<file path="config.mk">
export PLATFORM = sky130hd
export DESIGN_NAME = wave_collision_engine
export DESIGN_NICKNAME = d
export VERILOG_FILES = /design/src/rtl/wave_collision_engine.sv
export SDC_FILE = /design/constraint.sdc
export NUM_CORES = 1
export LEC_CHECK = 0
export CAP_MARGIN = 20
export CORE_MARGIN = 2
export CORE_UTILIZATION = 55
export CTS_BUF_LIST = sky130_fd_sc_hd__clkbuf_8
export DETAILED_ROUTE_END_ITERATION = 8
export PLACE_DENSITY_LB_ADDON = 0.25
export SYNTH_ARGS = -nofsm -noshare
export SYNTH_HDL_FRONTEND = slang
export SYNTH_SLANG_ARGS = --single-unit
</file>
<file path="constraint.sdc">
create_clock -name clk -period 6.3 [get_ports clk]
set_clock_uncertainty 0.05 [all_clocks]
set_input_delay 1.89 -clock clk [delete_from_list [all_inputs] [get_ports clk]]
set_output_delay 1.89 -clock clk [all_outputs]
set_load 0.02 [all_outputs]
</file>
<file path="src/rtl/wave_collision_engine.sv">
// Frame-sequenced invader collision engine: scans the grid one cell per clock
// against a snapshot of all projectiles, then runs the defeat-line and wave-clear checks.
module wave_collision_engine #(
  parameter int NUM_COLS    = 10,
  parameter int NUM_ROWS    = 3,
  parameter int NUM_BULLETS = 2,
  parameter int ROW_PITCH   = 100,
  parameter int INV_W       = 64,
  parameter int INV_H       = 32,
  parameter int PROJ_W      = 16,
  parameter int PROJ_H      = 32,
  parameter int DEFEAT_Y    = 568,
  parameter int ROW_POINTS  = 10
) (
  input  logic                                 clk,
  input  logic                                 rst,
  input  logic                                 frame_start,
  input  logic                                 revive,
  input  logic [NUM_BULLETS-1:0]               bullet_active,
  input  logic [NUM_BULLETS-1:0][11:0]         proj_x,
  input  logic [NUM_BULLETS-1:0][11:0]         proj_y,
  input  logic [NUM_COLS-1:0][11:0]            inv_x,
  input  logic [9:0]                           enemy_ypos,
  output logic [NUM_ROWS-1:0][NUM_COLS-1:0]    alive,
  output logic                                 busy,
  output logic                                 scan_done,
  output logic [NUM_BULLETS-1:0]               bullet_hit,
  output logic [15:0]                          frame_score,
  output logic [7:0]                           kill_count,
  output logic                                 player_hit,
  output logic                                 all_dead
);

  localparam int RW = (NUM_ROWS > 1) ? $clog2(NUM_ROWS) : 1;
  localparam int CW = (NUM_COLS > 1) ? $clog2(NUM_COLS) : 1;

  typedef enum logic [1:0] {IDLE, SCAN, CHECK, DONE} state_t;
  state_t state_reg, state_next;

  logic [NUM_ROWS-1:0][NUM_COLS-1:0] alive_reg;
  logic [NUM_BULLETS-1:0][11:0]      px_reg, py_reg;
  logic [NUM_BULLETS-1:0]            act_reg, hit_reg;
  logic [NUM_COLS-1:0][11:0]         ix_reg;
  logic [9:0]                        ey_reg;
  logic [RW-1:0]                     row_reg;
  logic [CW-1:0]                     col_reg;
  logic [15:0]                       score_reg;
  logic [7:0]                        kill_reg;
  logic                              player_hit_reg, all_dead_reg;

  logic [12:0]            cell_x, cell_y;
  logic [NUM_BULLETS-1:0] overlap, win;
  logic                   any_overlap, kill, last_cell;
  logic [15:0]            points;
  logic                   low_found;
  logic [RW-1:0]          low_row;
  logic [12:0]            bottom_y;

  assign cell_x    = {1'b0, ix_reg[col_reg]};
  assign cell_y    = 13'(ey_reg) + 13'(row_reg) * 13'(ROW_PITCH);
  assign last_cell = (row_reg == RW'(NUM_ROWS - 1)) && (col_reg == CW'(NUM_COLS - 1));
  assign points    = (16'(NUM_ROWS) - 16'(row_reg)) * 16'(ROW_POINTS);

  // hit_reg doubles as the consumed mask: a channel that already scored is out.
  generate
    for (genvar gi = 0; gi < NUM_BULLETS; gi++) begin : g_overlap
      logic [12:0] px, py;
      assign px = {1'b0, px_reg[gi]};
      assign py = {1'b0, py_reg[gi]};
      assign overlap[gi] = act_reg[gi] && !hit_reg[gi] &&
                           (px <= cell_x + 13'(INV_W)) && (px + 13'(PROJ_W) >= cell_x) &&
                           (py <= cell_y + 13'(INV_H)) && (py + 13'(PROJ_H) >= cell_y);
    end
  endgenerate

  always_comb begin
    win         = '0;
    any_overlap = 1'b0;
    for (int i = 0; i < NUM_BULLETS; i++) begin
      if (overlap[i] && !any_overlap) begin
        win[i]      = 1'b1;
        any_overlap = 1'b1;
      end
    end
  end

  assign kill = any_overlap && alive_reg[row_reg][col_reg];

  // Lowest (highest-index) row that still has a live invader.
  always_comb begin
    low_found = 1'b0;
    low_row   = '0;
    for (int r = 0; r < NUM_ROWS; r++) begin
      if (|alive_reg[r]) begin
        low_found = 1'b1;
        low_row   = RW'(r);
      end
    end
  end

  assign bottom_y = 13'(ey_reg) + 13'(low_row) * 13'(ROW_PITCH) + 13'(INV_H);

  always_ff @(posedge clk) begin
    if (rst) state_reg <= IDLE;
    else     state_reg <= state_next;
  end

  always_comb begin
    state_next = state_reg;
    case (state_reg)
      IDLE:    if (frame_start && !revive) state_next = SCAN;
      SCAN:    if (last_cell) state_next = CHECK;
      CHECK:   state_next = DONE;
      DONE:    state_next = IDLE;
      default: state_next = IDLE;
    endcase
  end

  always_ff @(posedge clk) begin
    if (rst) begin
      alive_reg      <= '1;
      px_reg         <= '0;
      py_reg         <= '0;
      act_reg        <= '0;
      hit_reg        <= '0;
      ix_reg         <= '0;
      ey_reg         <= '0;
      row_reg        <= '0;
      col_reg        <= '0;
      score_reg      <= '0;
      kill_reg       <= '0;
      player_hit_reg <= 1'b0;
      all_dead_reg   <= 1'b0;
    end else begin
      case (state_reg)
        IDLE: begin
          if (revive) begin
            alive_reg      <= '1;
            player_hit_reg <= 1'b0;
            all_dead_reg   <= 1'b0;
          end else if (frame_start) begin
            px_reg    <= proj_x;
            py_reg    <= proj_y;
            act_reg   <= bullet_active;
            ix_reg    <= inv_x;
            ey_reg    <= enemy_ypos;
            hit_reg   <= '0;
            score_reg <= '0;
            kill_reg  <= '0;
            row_reg   <= '0;
            col_reg   <= '0;
          end
        end
        SCAN: begin
          if (kill) begin
            alive_reg[row_reg][col_reg] <= 1'b0;
            kill_reg  <= kill_reg + 8'd1;
            score_reg <= score_reg + points;
            hit_reg   <= hit_reg | win;
          end
          if (col_reg == CW'(NUM_COLS - 1)) begin
            col_reg <= '0;
            row_reg <= row_reg + 1'b1;
          end else begin
            col_reg <= col_reg + 1'b1;
          end
        end
        CHECK: begin
          if (low_found && (bottom_y >= 13'(DEFEAT_Y))) player_hit_reg <= 1'b1;
          all_dead_reg <= (alive_reg == '0);
        end
        default: ;
      endcase
    end
  end

  assign alive       = alive_reg;
  assign busy        = (state_reg != IDLE);
  assign scan_done   = (state_reg == DONE);
  assign bullet_hit  = scan_done ? hit_reg : '0;
  assign frame_score = score_reg;
  assign kill_count  = kill_reg;
  assign player_hit  = player_hit_reg;
  assign all_dead    = all_dead_reg;

endmodule
</file>
==> run_results.csv <==
group,metric,value,unit
sta,hold_violations,0,
logic_synthesis,netlist_instances,1651,
outcome,status,"complete, no violations",
clock_network,clock_latency,560,ps
sta,slew_headroom,31.51,%
final_layout,final_cell_mix,"nand2_1 (449), dfxtp_1 (243), clkdlybuf4s50_1 (241)",
worst_setup_path,critPathKind,"flop to flop",
sta,slew_violations,0,
route,wl_met1,15800,microns
power_and_ir_drop,power_frac_clock,32.3,%
die,pin_count,244,
logic_synthesis,ys_ff_latch,245,
die,fp.dieH,161.9,microns
global_route,grt_pass1_wl,61390,microns
logic_synthesis,async_flop_share,0,%
die,initial_core_util,56.19,%
flow_run,max-cap-violations,0,
place,finalWeightedCongestion,0.9395,
sta,fin_tns_setup,0,ps
logic_synthesis,synth_edf_count,0,
global_route,grt_pass1_vias,12480,
global_route,antenna_found_initial,0,
worst_setup_path,critPathArrivalTime,5710,ps
die,rows,57,
route,top_layer,"met4",
logic_synthesis,synth.avg_cell_area,8.301,sq um
route,routedWlPerCell,17.20,microns
sta,setup_viol,0,
place,port_buffers,242,
route,first_pass_iters,7,
clock_network,htreeDepth,2,
final_layout,areaGrowthSynthToFinish,25.25,%
sta,worst_pin_slew,1024,ps
logic_synthesis,synth_top_area_share,35.79,%
final_layout,final_common_cell,"nand2_1",
logic_synthesis,synth_area_leaders,"dfxtp_1 (36%), nand2_1 (12%), ha_1 (10%)",
clock_network,numCtsBuffers,41,
clock_network,cts_resized,0,
final_layout,fillers,2010,
sta,grt_setup_unrepaired,"no",
sta,period_needed,5320,ps
die,core,24390,sq um
worst_setup_path,cp.required,6690,ps
power_and_ir_drop,p_switching,1.533,mW
clock_network,cts_root_buf,"clkbuf_8",
logic_synthesis,ys.flop_type,"dfxtp_1",
logic_synthesis,synth.distinct_cells,82,
sta,fin_crit_sh,84.44,%
place,place_hpwl,28280,microns
global_route,grt_max_degree,181,
clock_network,clock_path_buffers,3,
route,drt-total-wl,38030,microns
die,dieArea,26200,sq um
clock_network,cts_setup_buffers,0,
logic_synthesis,yosys_warnings,0,
power_and_ir_drop,p_leak,6.562,nW
power_and_ir_drop,p_total,4.612,mW
worst_setup_path,path_max_fanout,26,
worst_setup_path,worst_setup_path_start_kind,"flop",
die,die_w,161.9,microns
route,met3WireLength,2338,microns
final_layout,largest_reg_flops,120,
power_and_ir_drop,power_frac_comb,27.7,%
power_and_ir_drop,netSwitchingFraction,33.23,%
clock_network,cts_hold_buf,0,
final_layout,fin_nets,2158,
route,vias,12580,
sta,clock.fmax,188.0,MHz
power_and_ir_drop,max-vdd-ir-drop,0.1932,mV
route,drtAntennaViolNets,0,
route,drc,0,
power_and_ir_drop,p_per_area,268.7,nW/um^2
power_and_ir_drop,p_seq_share,40.0,%
clock_network,cts.clk_slew.worst_paths,60,ps
power_and_ir_drop,intPower,3.079,mW
global_route,overflow,0,
clock_network,clock-sinks,245,
logic_synthesis,yosysSeqAreaShare,35.79,%
final_layout,diodes,0,
worst_setup_path,end_kind,"flop",
logic_synthesis,syn_area,13700,sq um
logic_synthesis,synth_top_cell_by_area,"dfxtp_1",
route,avgViaCountPerCell,5.689,
min_path,min_path_type,"flop to flop",
route,drtIter0Drc,831,
clock_network,cts_tree,"yes",
route,met2_length,18690,microns
final_layout,drive_above_1_share,8.638,%
global_route,grt.total_usage,28.72,%
## layer usage
layer  GRT usage (%)  up-vias
met3           4.775       76
met1           35.51     5900
met4           9.574        0
met2           50.87      418
met5               0        -
li1                -     6184
## per-stage QoR
stage               instance area (sq um)  instances  hold WS (ps)  util [%]  setup WS [ps]
floorplan                           13710       1653         382.9         -           1343
global placement                    16220       2135         389.0     66.51           1199
detailed placement                  16220       2135         395.6     66.51           1052
CTS                                 17110       2208         403.8     70.17           1015
global route                        17170       2211         419.9     70.38          668.3
finish                              17170       2211         401.2     70.38          980.3
## path summary, 6_finish.rpt
kind / startpoint / to / slack, ps / cells after the start
worst max register to register: row_reg[1] / alive[15] / 980 / 19
worst max-delay path: row_reg[1] / alive[15] / 980 / 19
worst min register to register: ix_reg[0] / ix_reg[0] / 400 / 2
worst min-delay path: ix_reg[0] / ix_reg[0] / 400 / 2
## critical path: stages, from the launching register on
cell and delay, ps:
dfxtp_1 310, buf_4 210, inv_1 190, ha_1 370, ha_1 330, a21oi_1 270, o21ai_2 120, xnor2_2 380
nor2_1 110, xor2_1 240, ha_1 290, and4_1 220, a211oi_1 230, o21ai_0 110, o22ai_1 220, or3b_1 380
a311o_1 330, nand2_4 310, nand3_2 270, o22a_1 240
## area by class of cell
type	count	area [sq um]	share of cell area, %
repair buffers	254	2555	14.88
clock buffers	59	812.0	4.731
clock inverters	14	80.08	0.4665
inverters	45	168.9	0.9840
well taps	324	405.4	2.362
flip-flops and latches	245	4910	28.60
multi-input cells	1270	8234	47.97
## Yosys cell counts, types with 4 or more instances
| library cell | count |
|---|---|
| a211o_1 | 4 |
| a211oi_1 | 4 |
| a21o_1 | 13 |
| a21oi_1 | 222 |
| a31o_2 | 5 |
| a31oi_1 | 8 |
| and2_1 | 5 |
| and3_1 | 18 |
| and4_1 | 4 |
| buf_1 | 4 |
| buf_2 | 6 |
| buf_4 | 4 |
| buf_6 | 4 |
| clkbuf_1 | 74 |
| dfxtp_1 | 245 |
| ha_1 | 114 |
| inv_1 | 45 |
| mux2_2 | 6 |
| mux2i_1 | 42 |
| mux4_2 | 23 |
| nand2_1 | 449 |
| nand2b_1 | 14 |
| nand3_1 | 38 |
| nand4_1 | 10 |
| nor2_1 | 46 |
| nor2b_1 | 11 |
| nor3_1 | 12 |
| nor4_1 | 8 |
| o211a_1 | 4 |
| o211ai_1 | 8 |
| o21a_1 | 5 |
| o21ai_0 | 25 |
| o21bai_1 | 7 |
| o22a_1 | 32 |
| o22ai_1 | 5 |
| o31ai_1 | 4 |
| or2_2 | 14 |
| or3_1 | 4 |
| xnor2_1 | 21 |
| xor2_1 | 15 |
## cells by family after synthesis
kind of cell               after synthesis  synth area share (%)
buffers and inverters                  138                 4.282
DFF                                    245                 35.79
other                                    2               0.05480
adders and majority gates              117                 10.85
xor gates and xnor gates                38                 2.538
AOI/OAI and AO/OA                      384                 17.66
and+or+nand+nor                        656                 21.49
muxes                                   71                 7.340
## power groups by stage
stage	clock network (mW)	registers (mW)	logic [mW]
6_report	1.49	1.85	1.28
3_5_place_dp	0	1.88	1.25
5_1_grt	1.58	1.87	1.42
2_1_floorplan	0	1.80	0.925
3_3_place_gp	0	1.87	1.22
4_1_cts	1.52	1.85	1.26
Power figures use the tool's default switching activity.
